## src/rtl/nn_pkg.sv

```systemverilog
// Shared types and arithmetic helpers for the fully-connected layer datapath.
package nn_pkg;

  typedef enum logic [1:0] {
    ACT_LIN  = 2'd0,
    ACT_RELU = 2'd1,
    ACT_STEP = 2'd2
  } act_mode_t;

  typedef enum logic [1:0] {
    IDLE = 2'd0,
    MAC  = 2'd1,
    ACT  = 2'd2,
    DONE = 2'd3
  } fc_state_t;

  // Arithmetic right shift followed by saturation to a dw-bit signed range.
  // Operates at a fixed 64-bit width; callers sign-extend in and truncate out.
  function automatic logic signed [31:0] sat_shift(input logic signed [63:0] acc,
                                                   input int shift,
                                                   input int dw);
    logic signed [63:0] s;
    logic signed [63:0] hi;
    logic signed [63:0] lo;
    s  = acc >>> shift;
    hi = (64'sd1 <<< (dw - 1)) - 64'sd1;
    lo = -(64'sd1 <<< (dw - 1));
    if (s > hi) begin
      s = hi;
    end else if (s < lo) begin
      s = lo;
    end
    return 32'(s);
  endfunction

endpackage

```

## src/rtl/nn_fc_layer_if.sv

```systemverilog
// Bus bundle for the FC layer: weight write port, input vector, result vector.
interface nn_fc_layer_if #(
  parameter int N_IN  = 4,
  parameter int N_OUT = 2,
  parameter int DW    = 8,
  parameter int WW    = 8
);
  localparam int AW = $clog2(N_OUT * (N_IN + 1));

  logic                    wr_en;
  logic [AW-1:0]           wr_addr;
  logic signed [WW-1:0]    wr_data;
  logic                    wr_err;
  logic [1:0]              act_mode;
  logic                    in_valid;
  logic                    in_ready;
  logic [N_IN*DW-1:0]      in_data;
  logic                    out_valid;
  logic                    out_ready;
  logic [N_OUT*DW-1:0]     out_data;
  logic                    busy;

  modport master (
    output wr_en, wr_addr, wr_data, act_mode, in_valid, in_data, out_ready,
    input  wr_err, in_ready, out_valid, out_data, busy
  );

  modport slave (
    input  wr_en, wr_addr, wr_data, act_mode, in_valid, in_data, out_ready,
    output wr_err, in_ready, out_valid, out_data, busy
  );
endinterface

```

## src/rtl/nn_mac_unit.sv

```systemverilog
// Single multiply-accumulate lane with bias preload and output activation.
module nn_mac_unit
  import nn_pkg::*;
#(
  parameter int N_IN  = 4,
  parameter int DW    = 8,
  parameter int WW    = 8,
  parameter int SHIFT = 0
) (
  input  logic                 clk,
  input  logic                 rst,
  input  logic                 load_i,
  input  logic signed [WW-1:0] bias_i,
  input  logic                 mac_i,
  input  logic signed [DW-1:0] x_i,
  input  logic signed [WW-1:0] w_i,
  input  logic [1:0]           mode_i,
  output logic signed [DW-1:0] res_o
);
  localparam int PW   = DW + WW;
  localparam int ACCW = DW + WW + $clog2(N_IN + 1);

  logic signed [ACCW-1:0] acc_q, acc_d;
  logic signed [PW-1:0]   prod;
  logic signed [DW-1:0]   sat;

  // Full-precision signed product of the current input element and weight.
  always_comb begin
    prod = PW'(x_i) * PW'(w_i);
  end

  // Bias preload takes priority; otherwise accumulate while the FSM is in MAC.
  always_comb begin
    acc_d = acc_q;
    if (load_i) begin
      acc_d = ACCW'(bias_i);
    end else if (mac_i) begin
      acc_d = acc_q + ACCW'(prod);
    end
  end

  // Accumulator register.
  always_ff @(posedge clk or posedge rst) begin
    if (rst) begin
      acc_q <= '0;
    end else begin
      acc_q <= acc_d;
    end
  end

  // Activation; step looks at the raw accumulator, the others at the saturated value.
  always_comb begin
    sat = DW'(sat_shift(64'(acc_q), SHIFT, DW));
    case (mode_i)
      ACT_RELU: res_o = sat[DW-1] ? '0 : sat;
      ACT_STEP: res_o = (!acc_q[ACCW-1] && (acc_q != '0)) ? DW'(1) : '0;
      default:  res_o = sat;
    endcase
  end

endmodule

```

## src/rtl/nn_fc_layer.sv

```systemverilog
// FC layer top: sequencing FSM, counters, weight register file and handshakes.
//
// state | meaning
// IDLE  | waiting for an input vector, weight writes accepted
// MAC   | accumulating x[i]*w[j][i] for neuron j
// ACT   | activation of neuron j written to its output slot
// DONE  | result vector presented until out_ready
module nn_fc_layer
  import nn_pkg::*;
#(
  parameter int N_IN  = 4,
  parameter int N_OUT = 2,
  parameter int DW    = 8,
  parameter int WW    = 8,
  parameter int SHIFT = 0
) (
  input  logic          clk,
  input  logic          rst,
  nn_fc_layer_if.slave  bus
);
  localparam int NW = N_OUT * (N_IN + 1);
  localparam int AW = $clog2(NW);
  localparam int IW = (N_IN > 1) ? $clog2(N_IN) : 1;
  localparam int JW = (N_OUT > 1) ? $clog2(N_OUT) : 1;

  fc_state_t            state_q, state_d;
  logic [IW-1:0]        i_q, i_d;
  logic [JW-1:0]        j_q, j_d;
  logic signed [DW-1:0] x_q   [N_IN];
  logic [1:0]           mode_q;
  logic signed [WW-1:0] w_q   [NW];
  logic signed [DW-1:0] res_q [N_OUT];
  logic                 wr_err_q;

  logic                 accept;
  logic                 wr_ok;
  logic                 load;
  logic                 mac_en;
  logic [AW-1:0]        b_addr;
  logic [AW-1:0]        w_addr;
  logic signed [WW-1:0] bias_sel;
  logic signed [DW-1:0] act_res;

  assign accept = (state_q == IDLE) && bus.in_valid;
  assign wr_ok  = bus.wr_en && (state_q == IDLE) && (bus.wr_addr < AW'(NW));
  assign w_addr = AW'(int'(j_q) * (N_IN + 1) + int'(i_q));
  // A write landing on the bias being preloaded this edge is forwarded, so an
  // inference accepted together with that write already sees the new bias.
  assign bias_sel = (wr_ok && (bus.wr_addr == b_addr)) ? bus.wr_data : w_q[b_addr];
  assign bus.wr_err = wr_err_q;

  // State register.
  always_ff @(posedge clk or posedge rst) begin
    if (rst) begin
      state_q <= IDLE;
    end else begin
      state_q <= state_d;
    end
  end

  // Next-state logic.
  always_comb begin
    state_d = state_q;
    unique case (state_q)
      IDLE: if (accept) state_d = MAC;
      MAC:  if (i_q == IW'(N_IN - 1)) state_d = ACT;
      ACT:  state_d = (j_q != JW'(N_OUT - 1)) ? MAC : DONE;
      DONE: if (bus.out_ready) state_d = IDLE;
      default: state_d = IDLE;
    endcase
  end

  // FSM outputs: handshakes, status and MAC-unit controls.
  always_comb begin
    bus.in_ready  = 1'b0;
    bus.busy      = 1'b1;
    bus.out_valid = 1'b0;
    mac_en        = 1'b0;
    load          = 1'b0;
    b_addr        = AW'(N_IN);
    unique case (state_q)
      IDLE: begin
        bus.in_ready = 1'b1;
        bus.busy     = 1'b0;
        load         = accept;
      end
      MAC: mac_en = 1'b1;
      ACT: begin
        if (j_q != JW'(N_OUT - 1)) begin
          load   = 1'b1;
          b_addr = AW'((int'(j_q) + 1) * (N_IN + 1) + N_IN);
        end
      end
      DONE: bus.out_valid = 1'b1;
      default: ;
    endcase
  end

  // Element and neuron index sequencing.
  always_comb begin
    i_d = i_q;
    j_d = j_q;
    unique case (state_q)
      IDLE: begin
        if (accept) begin
          i_d = '0;
          j_d = '0;
        end
      end
      MAC: if (i_q != IW'(N_IN - 1)) i_d = i_q + 1'b1;
      ACT: begin
        if (j_q != JW'(N_OUT - 1)) begin
          j_d = j_q + 1'b1;
          i_d = '0;
        end
      end
      default: ;
    endcase
  end

  // Index registers.
  always_ff @(posedge clk or posedge rst) begin
    if (rst) begin
      i_q <= '0;
      j_q <= '0;
    end else begin
      i_q <= i_d;
      j_q <= j_d;
    end
  end

  // Input capture on accept and per-neuron result write-back in ACT.
  always_ff @(posedge clk or posedge rst) begin
    if (rst) begin
      for (int k = 0; k < N_IN; k++) x_q[k] <= '0;
      for (int k = 0; k < N_OUT; k++) res_q[k] <= '0;
      mode_q <= '0;
    end else begin
      if (accept) begin
        for (int k = 0; k < N_IN; k++) x_q[k] <= bus.in_data[k*DW +: DW];
        mode_q <= bus.act_mode;
      end
      if (state_q == ACT) begin
        res_q[j_q] <= act_res;
      end
    end
  end

  // Weight/bias register file; reset clears every entry.
  always_ff @(posedge clk or posedge rst) begin
    if (rst) begin
      for (int k = 0; k < NW; k++) w_q[k] <= '0;
    end else if (wr_ok) begin
      w_q[bus.wr_addr] <= bus.wr_data;
    end
  end

  // Rejected-write pulse, one cycle after the offending strobe.
  always_ff @(posedge clk or posedge rst) begin
    if (rst) begin
      wr_err_q <= 1'b0;
    end else begin
      wr_err_q <= bus.wr_en && !wr_ok;
    end
  end

  // Pack neuron results onto the output bus.
  always_comb begin
    bus.out_data = '0;
    for (int k = 0; k < N_OUT; k++) bus.out_data[k*DW +: DW] = res_q[k];
  end

  nn_mac_unit #(
    .N_IN  (N_IN),
    .DW    (DW),
    .WW    (WW),
    .SHIFT (SHIFT)
  ) u_mac (
    .clk    (clk),
    .rst    (rst),
    .load_i (load),
    .bias_i (bias_sel),
    .mac_i  (mac_en),
    .x_i    (x_q[i_q]),
    .w_i    (w_q[w_addr]),
    .mode_i (mode_q),
    .res_o  (act_res)
  );

endmodule

```

## src/flat_wrapper.sv

```systemverilog
// flat-port wrapper written by rule: the top's interface ports become plain ports
module nn_fc_layer_flat import nn_pkg::*;
#(
  parameter int N_IN  = 4,
  parameter int N_OUT = 2,
  parameter int DW    = 8,
  parameter int WW    = 8,
  parameter int SHIFT = 0
)
  (clk, rst, bus_wr_en, bus_wr_addr, bus_wr_data, bus_act_mode, bus_in_valid, bus_in_data, bus_out_ready, bus_wr_err, bus_in_ready, bus_out_valid, bus_out_data, bus_busy);
  nn_fc_layer_if #(.N_IN(N_IN), .N_OUT(N_OUT), .DW(DW), .WW(WW)) bus_i ();
  input  logic clk;
  input  logic rst;
  input wire logic [$bits(bus_i.wr_en)-1:0] bus_wr_en;
  input wire logic [$bits(bus_i.wr_addr)-1:0] bus_wr_addr;
  input wire logic [$bits(bus_i.wr_data)-1:0] bus_wr_data;
  input wire logic [$bits(bus_i.act_mode)-1:0] bus_act_mode;
  input wire logic [$bits(bus_i.in_valid)-1:0] bus_in_valid;
  input wire logic [$bits(bus_i.in_data)-1:0] bus_in_data;
  input wire logic [$bits(bus_i.out_ready)-1:0] bus_out_ready;
  output wire logic [$bits(bus_i.wr_err)-1:0] bus_wr_err;
  output wire logic [$bits(bus_i.in_ready)-1:0] bus_in_ready;
  output wire logic [$bits(bus_i.out_valid)-1:0] bus_out_valid;
  output wire logic [$bits(bus_i.out_data)-1:0] bus_out_data;
  output wire logic [$bits(bus_i.busy)-1:0] bus_busy;
  assign bus_i.wr_en = bus_wr_en;
  assign bus_i.wr_addr = bus_wr_addr;
  assign bus_i.wr_data = bus_wr_data;
  assign bus_i.act_mode = bus_act_mode;
  assign bus_i.in_valid = bus_in_valid;
  assign bus_i.in_data = bus_in_data;
  assign bus_i.out_ready = bus_out_ready;
  assign bus_wr_err = bus_i.wr_err;
  assign bus_in_ready = bus_i.in_ready;
  assign bus_out_valid = bus_i.out_valid;
  assign bus_out_data = bus_i.out_data;
  assign bus_busy = bus_i.busy;
  nn_fc_layer #(.N_IN(N_IN), .N_OUT(N_OUT), .DW(DW), .WW(WW), .SHIFT(SHIFT)) u_core (.clk(clk), .rst(rst), .bus(bus_i));
endmodule
```

## config.mk

```make
export PLATFORM = sky130hd
export DESIGN_NAME = nn_fc_layer_flat
export DESIGN_NICKNAME = d
export VERILOG_FILES = /design/src/rtl/nn_pkg.sv /design/src/rtl/nn_fc_layer_if.sv /design/src/rtl/nn_mac_unit.sv /design/src/rtl/nn_fc_layer.sv /design/src/flat_wrapper.sv
export SDC_FILE = /design/constraint.sdc
export NUM_CORES = 1
export LEC_CHECK = 0
export CAP_MARGIN = 30
export CELL_PAD_IN_SITES_DETAIL_PLACEMENT = 1
export CELL_PAD_IN_SITES_GLOBAL_PLACEMENT = 1
export CORE_MARGIN = 2
export CORE_UTILIZATION = 24
export DETAILED_ROUTE_END_ITERATION = 12
export PLACE_DENSITY = 0.45
export SETUP_SLACK_MARGIN = 0.5
export SLEW_MARGIN = 10
export SYNTH_ARGS = -nofsm -noshare
export SYNTH_HDL_FRONTEND = slang
export SYNTH_SLANG_ARGS = --single-unit
```

## constraint.sdc

```tcl
create_clock -name clk -period 7.15 [get_ports clk]
set_input_delay 1.43 -clock clk [delete_from_list [all_inputs] [get_ports clk]]
set_output_delay 1.43 -clock clk [all_outputs]
set_load 0.1 [all_outputs]
```

==> flow_metrics.py, run 1 <==
metrics = {
    "status": {
        "status": "finished, final reports clean",
    },
    "setup_path": {
        "cpMaxStageDelayCell": "fa_1",
        "path_class": "flip-flop to flip-flop",
        "path_cells": "ha_4 > xnor2_4 > buf_6 > buf_12 > mux4_2 > mux2i_1 > nor2_1 > a31oi_4 > buf_12 > buf_4 > fa_1 > inv_1 > fa_1 > fa_1 > fa_1 > fa_1 > ha_4 > o21a_1 > o31a_1 > or4_1 > a31oi_2 > xor2_1 > a211oi_1",
        "startpoint": "u_core.i_q[0]",
        "r2r_start": "u_core.i_q[0]",
        "cp_max_fo": 8,
        "cp_common_cell": "fa_1",
        "startpoint_type": "flip-flop",
        "slowest_delay_ns": 0.58,
        "cp.required_ns": 7.51,
        "crit_arrival_ns": 6.82,
        "critical_path.top_delay_family": "adder cells",
        "crit_buf_inv": 5,
        "cp-end-kind": "flip-flop",
    },
    "synth": {
        "syn_nets": 1123,
        "ys_async_sr_fraction_pct": 100,
        "synthFlopType": "dfrtp_1",
        "synth_edf_count": 0,
        "netlist.area_leader.share_pct": 36.2,
        "synth_largest_area_cell": "dfrtp_1",
        "synth_area_leaders": "dfrtp_1 36%, fa_1 16%, mux2_2 12%, ha_1 5.6%, mux4_2 5.0%",
        "synth-warning-count": 0,
        "ys_types": 55,
        "synth.cell_area_um2": 10700,
        "syn_inst": 939,
        "synth-seq-cells": 155,
        "synth_area_per_cell_um2": 11.4,
        "ys_seq_area_share_pct": 36.2,
    },
    "place": {
        "dp.cells": 1585,
        "gp_congestion": 0.741,
        "numPortBuffers": 70,
        "dp_hpwl_um": 23600,
    },
    "sta": {
        "post-route-min-period_ns": 6.45,
        "fin_crit_sh_pct": 90.3,
        "drv_slew": 0,
        "worst_pin_slew_ns": 0.985,
        "fmax_mhz": 155,
        "whs_ns": 0.484,
        "clock-skew-final_ns": 0.0147,
        "setup_viol": 0,
        "rsz0062_at_grt": "no",
        "finalHoldViolCount": 0,
        "relSlewSlack_pct": 34.2,
        "fin_tns_setup_ns": 0,
    },
    "grt": {
        "grt_antenna_before_repair": 0,
        "use_met3_pct": 2.49,
        "grt_max_degree": 98,
        "met2_usage_pct": 24.5,
        "top_usage_layer": "met2",
        "grt_pass1_vias": 8118,
        "grtUsageTotal_pct": 13.9,
        "grt_pass1_wl_um": 49000,
        "met1_usage_pct": 17.6,
        "grt_overflow": 0,
    },
    "final_layout": {
        "finalNetCount": 1212,
        "area_delta_synth_final_pct": 22.4,
        "num_antenna_cells": 0,
        "drive_gt1_share_pct": 23.9,
        "instances_no_fill": 1633,
    },
    "clock_network": {
        "clkSinkCount": 155,
        "clkLatencyLatePin_ns": 0.46,
        "cts_root_buf": "clkbuf_16",
        "htree_levels": 4,
        "cts_buffer_depth": 2,
        "cts_tree": "built",
        "clk_pin_slew_worst_paths_ns": 0.07,
        "cts_inserted_buffers": 17,
        "cts_hold_buffers": 0,
    },
    "route": {
        "drc": 0,
        "viasPerCell": 4.40,
        "wl_um": 30600,
        "first_pass_iters": 4,
        "postRouteAntennaNets": 0,
        "vias": 7184,
        "drt_iter0_markers": 220,
        "wl_per_cell_um": 18.7,
    },
    "floorplan": {
        "die_h_um": 215,
        "start_util_pct": 24.3,
        "die_area_um2": 46400,
        "core_um2": 44100,
        "die_w_um": 215,
        "rows": 77,
        "pin_count": 71,
    },
    "hold_path": {
        "min-delay-start": "u_core.bus.out_data[3]",
        "hp-class": "flip-flop to flip-flop",
    },
    "run": {
        "drv_cap": 0,
    },
}
==> logic make-up after synthesis <==
logic type,count (synthesis),synth area share (%)
AND/OR/NAND/NOR,217,9.93
multiplexers,156,18.7
flip-flops,155,36.2
buffers and inverters,145,5.47
adder cells (fa/ha/maj),133,21.5
AO/OA/AOI/OAI,116,6.66
XOR/XNOR,17,1.56
==> final timing paths <==
kind,depth (start not counted),slack [ns],to
worst max-delay path,23,0.70,u_core.u_mac.acc_q[12]
worst min-delay path,2,0.48,u_core.bus.out_data[3]
worst max register to register,23,0.70,u_core.u_mac.acc_q[12]
worst min register to register,2,0.48,u_core.bus.out_data[3]
max in group asynchronous,4,4.28,u_core.u_mac.acc_q[11]
min in group asynchronous,2,1.31,u_core.x_q[21]
==> sequential cells by signal, indices dropped and copies added, names as in the netlist <==
signal,count
u_core.w_q,80
u_core.x_q,32
u_core.u_mac.acc_q,19
u_core.bus.out_data,16
u_core.i_q,2
u_core.mode_q,2
u_core.state_q,2
u_core.bus.wr_err,1
u_core.j_q,1
==> final cells by class <==
type                    count  area [um2]
fillers                  4920       31000
multi-input cells         639        6420
flip-flops and latches    155        3880
repair buffers            108        1050
well taps                 592         741
clock buffers              17         425
inverters                 107         407
clock inverters            15         199
==> metrics by stage <==
stage	cell area (um2)	utilization, %	setup WS [ns]
6_report	13100	29.7	0.696
5_1_grt	13100	29.7	0.440
4_1_cts	12900	29.2	0.519
3_5_place_dp	12200	27.6	0.142
3_3_place_gp	12200	27.6	0.215
2_1_floorplan	10700	-	0.589
==> cells in the final DEF (no fill, tap or decap), types with 29 or more instances in the layout <==
cell type	count
dfrtp_1	155
mux2_2	113
inv_1	106
nand2_1	90
fa_1	80
clkdlybuf4s50_1	70
o21ai_0	47
ha_1	40
and2_1	35
buf_4	31
nor2_1	29
==> per-layer routing <==
metal	share of wire, %	wire (um)	vias up
met5	0	0	-
met4	1.1	345	0
met3	1.7	510	23
met2	52	15800	49
met1	45	13900	3762
li1	-	-	3350
==> worst reg2reg max path: stages (launching register included) <==
cell	delay [ns]
dfrtp_1	0.43
ha_4	0.21
xnor2_4	0.23
buf_6	0.15
buf_12	0.13
mux4_2	0.49
mux2i_1	0.16
nor2_1	0.09
a31oi_4	0.18
buf_12	0.14
buf_4	0.10
fa_1	0.40
inv_1	0.10
fa_1	0.44
fa_1	0.58
fa_1	0.45
fa_1	0.55
ha_4	0.23
o21a_1	0.18
o31a_1	0.15
or4_1	0.45
a31oi_2	0.19
xor2_1	0.09
a211oi_1	0.24
==> repair_timing <==
action | in CTS | in global routing
endpoints found under the setup margin | 8 | 8
setup buffers | 7 | 8
pin swaps | 2 | 14
endpoints found under the hold margin | 0 | 0
resized for setup | 7 | 30
==> cells in the mapped netlist, types with 3 or more instances <==
cell      count
clkbuf_1     21
a211oi_1      7
nand3_1      16
mux4_2       24
nand2b_1      3
o21ai_0      48
xor2_1        7
nor4_1        4
a21o_1        5
o21bai_1      7
nor3_1        6
or4_1         3
nand4_1       5
buf_2        10
o21ai_2       3
ha_1         48
o21a_1        3
buf_6         3
mux2i_1      17
a31oi_1       6
nand2_1      91
nor2_2        6
fa_1         85
mux2_2      113
nor2_1       30
inv_1       107
and2_1       36
dfrtp_1     155
xnor2_1       9
o21ai_1       3
a21oi_1      19
nand3b_1      7
Power of run 1 is not shown: default switching activity piles up to over one toggle a cycle in this logic, so the estimate is an artifact.
==> run 2: changes to the inputs <==
Settings changed: CAP_MARGIN 30 to 20.
==> run 2 against run 1 <==
  * Via count increased by 0.19%
  * Wire length grew 0.19%
  * Sequential share of layout area grew 0.15 points
  * Count of clock-buffer cells in the layout did not move
  * Global-route usage increased by 0.21 points
  * Setup slack better by 0.053 ns
  * Flip-flop and latch count unchanged
  * Final cell count decreased by 0.55%
  * Maximum frequency rose by 0.83%
  * Largest cell class unchanged
==> flow_metrics.py, run 2 (synthesized netlist as in run 1, its figures left out) <==
metrics = {
    "final_layout": {
        "final_cell_mix": "155 x dfrtp_1, 113 x mux2_2, 106 x inv_1",
        "instances_no_fill": 1624,
        "largest_reg_flops": 80,
        "largestRegisters": "u_core.w_q (80), u_core.x_q (32), u_core.u_mac.acc_q (19)",
        "fin_area_um2": 13100,
        "finalNetCount": 1203,
        "drive_gt1_share_pct": 23.4,
        "num_antenna_cells": 0,
        "area_delta_synth_final_pct": 21.8,
        "largest_register": "u_core.w_q",
        "final_common_cell": "dfrtp_1",
    },
    "status": {
        "status": "finished, final reports clean",
    },
    "clock_network": {
        "cts_tree": "built",
        "clkLatencyLatePin_ns": 0.47,
        "clkSinkCount": 155,
        "htree_levels": 4,
        "cts_buffer_depth": 2,
        "clk_pin_slew_worst_paths_ns": 0.07,
        "cts_root_buf": "clkbuf_16",
        "cts_inserted_buffers": 17,
    },
    "grt": {
        "grt_overflow": 0,
        "grt_max_degree": 98,
        "grt_pass1_vias": 8173,
        "grtUsageTotal_pct": 14.1,
        "grt_antenna_before_repair": 0,
        "grt_pass1_wl_um": 49400,
    },
    "setup_path": {
        "cp-end-kind": "flip-flop",
        "crit_arrival_ns": 6.76,
        "cp.required_ns": 7.51,
        "critical_path.top_delay_family": "adder cells",
        "cp_common_cell": "fa_1",
        "path_class": "flip-flop to flip-flop",
        "slowest_delay_ns": 0.61,
        "path_cells": "ha_4 > xnor2_4 > buf_6 > mux4_2 > mux2i_2 > o21ai_2 > buf_4 > and2_2 > fa_1 > inv_1 > fa_1 > inv_1 > fa_1 > fa_1 > ha_4 > ha_4 > a211oi_2 > nand3b_1 > o211ai_1 > buf_4 > xnor2_1 > a221o_1",
        "cpMaxStageDelayCell": "fa_1",
        "crit_buf_inv": 5,
        "startpoint_type": "flip-flop",
        "cp_max_fo": 7,
    },
    "hold_path": {
        "hp-class": "flip-flop to flip-flop",
    },
    "sta": {
        "finalHoldViolCount": 0,
        "drv_slew": 0,
        "fmax_mhz": 156,
        "clock-skew-final_ns": 0.0114,
        "post-route-min-period_ns": 6.40,
        "worst_pin_slew_ns": 0.985,
        "relSlewSlack_pct": 34.2,
        "fin_tns_setup_ns": 0,
        "fin_crit_sh_pct": 89.5,
        "rsz0062_at_grt": "yes",
        "setup_viol": 0,
    },
    "place": {
        "numPortBuffers": 70,
        "dp_hpwl_um": 23500,
        "placed_area_um2": 12200,
        "gp_congestion": 0.741,
        "dp.cells": 1584,
    },
    "route": {
        "viasPerCell": 4.43,
        "wl_um": 30600,
        "drc": 0,
        "wl_per_cell_um": 18.9,
        "first_pass_iters": 4,
        "drt_iter0_markers": 203,
        "vias": 7198,
        "postRouteAntennaNets": 0,
    },
    "floorplan": {
        "core_um2": 44100,
        "pin_count": 71,
        "rows": 77,
        "die_area_um2": 46400,
        "die_w_um": 215,
        "die_h_um": 215,
        "start_util_pct": 24.3,
    },
    "run": {
        "drv_cap": 0,
    },
}
## run 2: changes by cell type in the layout (fill, tap and decap cells not counted), moves of 2 or more
| cell | delta |
|---|---|
| buf_4 | -8 |
| clkinvlp_4 | +2 |
| fa_1 | +2 |
| fa_2 | -2 |
| mux2i_1 | -2 |
| o21ai_4 | +2 |
## run 2: repair_timing
action | CTS | global route
endpoints found under the setup margin | 8 | 8
pin swaps | 2 | 16
hold buffers | 0 | 0
buffers inserted | 4 | 4
gates resized for setup | 11 | 29
## run 2: path summary, 6_finish.rpt
kind                                          from  slack, ns  cells past startpoint                       to
min in group asynchronous                      rst       1.56                      2           u_core.x_q[10]
hold / removal             u_core.bus.out_data[10]       0.49                      2  u_core.bus.out_data[10]
setup reg to reg                     u_core.i_q[0]       0.75                     22   u_core.u_mac.acc_q[14]
max in group asynchronous                      rst       4.17                      3    u_core.u_mac.acc_q[9]
setup / recovery                     u_core.i_q[0]       0.75                     22   u_core.u_mac.acc_q[14]
hold reg to reg            u_core.bus.out_data[10]       0.49                      2  u_core.bus.out_data[10]
## run 2: metal layers
layer / vias up / share of wire, % / global-route usage (%)
met4: 0 / 1.7 / 3.98
met5: - / 0 / 0
met3: 28 / 2.2 / 2.93
met1: 3780 / 45 / 17.8
met2: 53 / 51 / 24.3
li1: 3337 / - / -
## run 2: through the flow
stage	hold WS (ns)	util [%]	setup slack (ns)
6_report	0.485	29.6	0.749
5_1_grt	0.519	29.6	0.467
4_1_cts	0.493	29.1	0.495
3_5_place_dp	0.478	27.6	0.0406
3_3_place_gp	0.473	27.6	0.215
2_1_floorplan	0.457	-	0.589
## run 2: cell type report
cell class              instances  area, um2
fillers                      4941      31100
multi-input cells             639       6450
flip-flops and latches        155       3880
repair buffers                 99        976
well taps                     592        741
clock buffers                  17        425
inverters                     107        407
clock inverters                15        175
## run 2: worst min-delay path, stage by stage, from the launching register on
cell     delay, ns
dfrtp_1       0.34
nand2_1       0.05
o21ai_0       0.06
Power of run 2 is left out for the same reason.
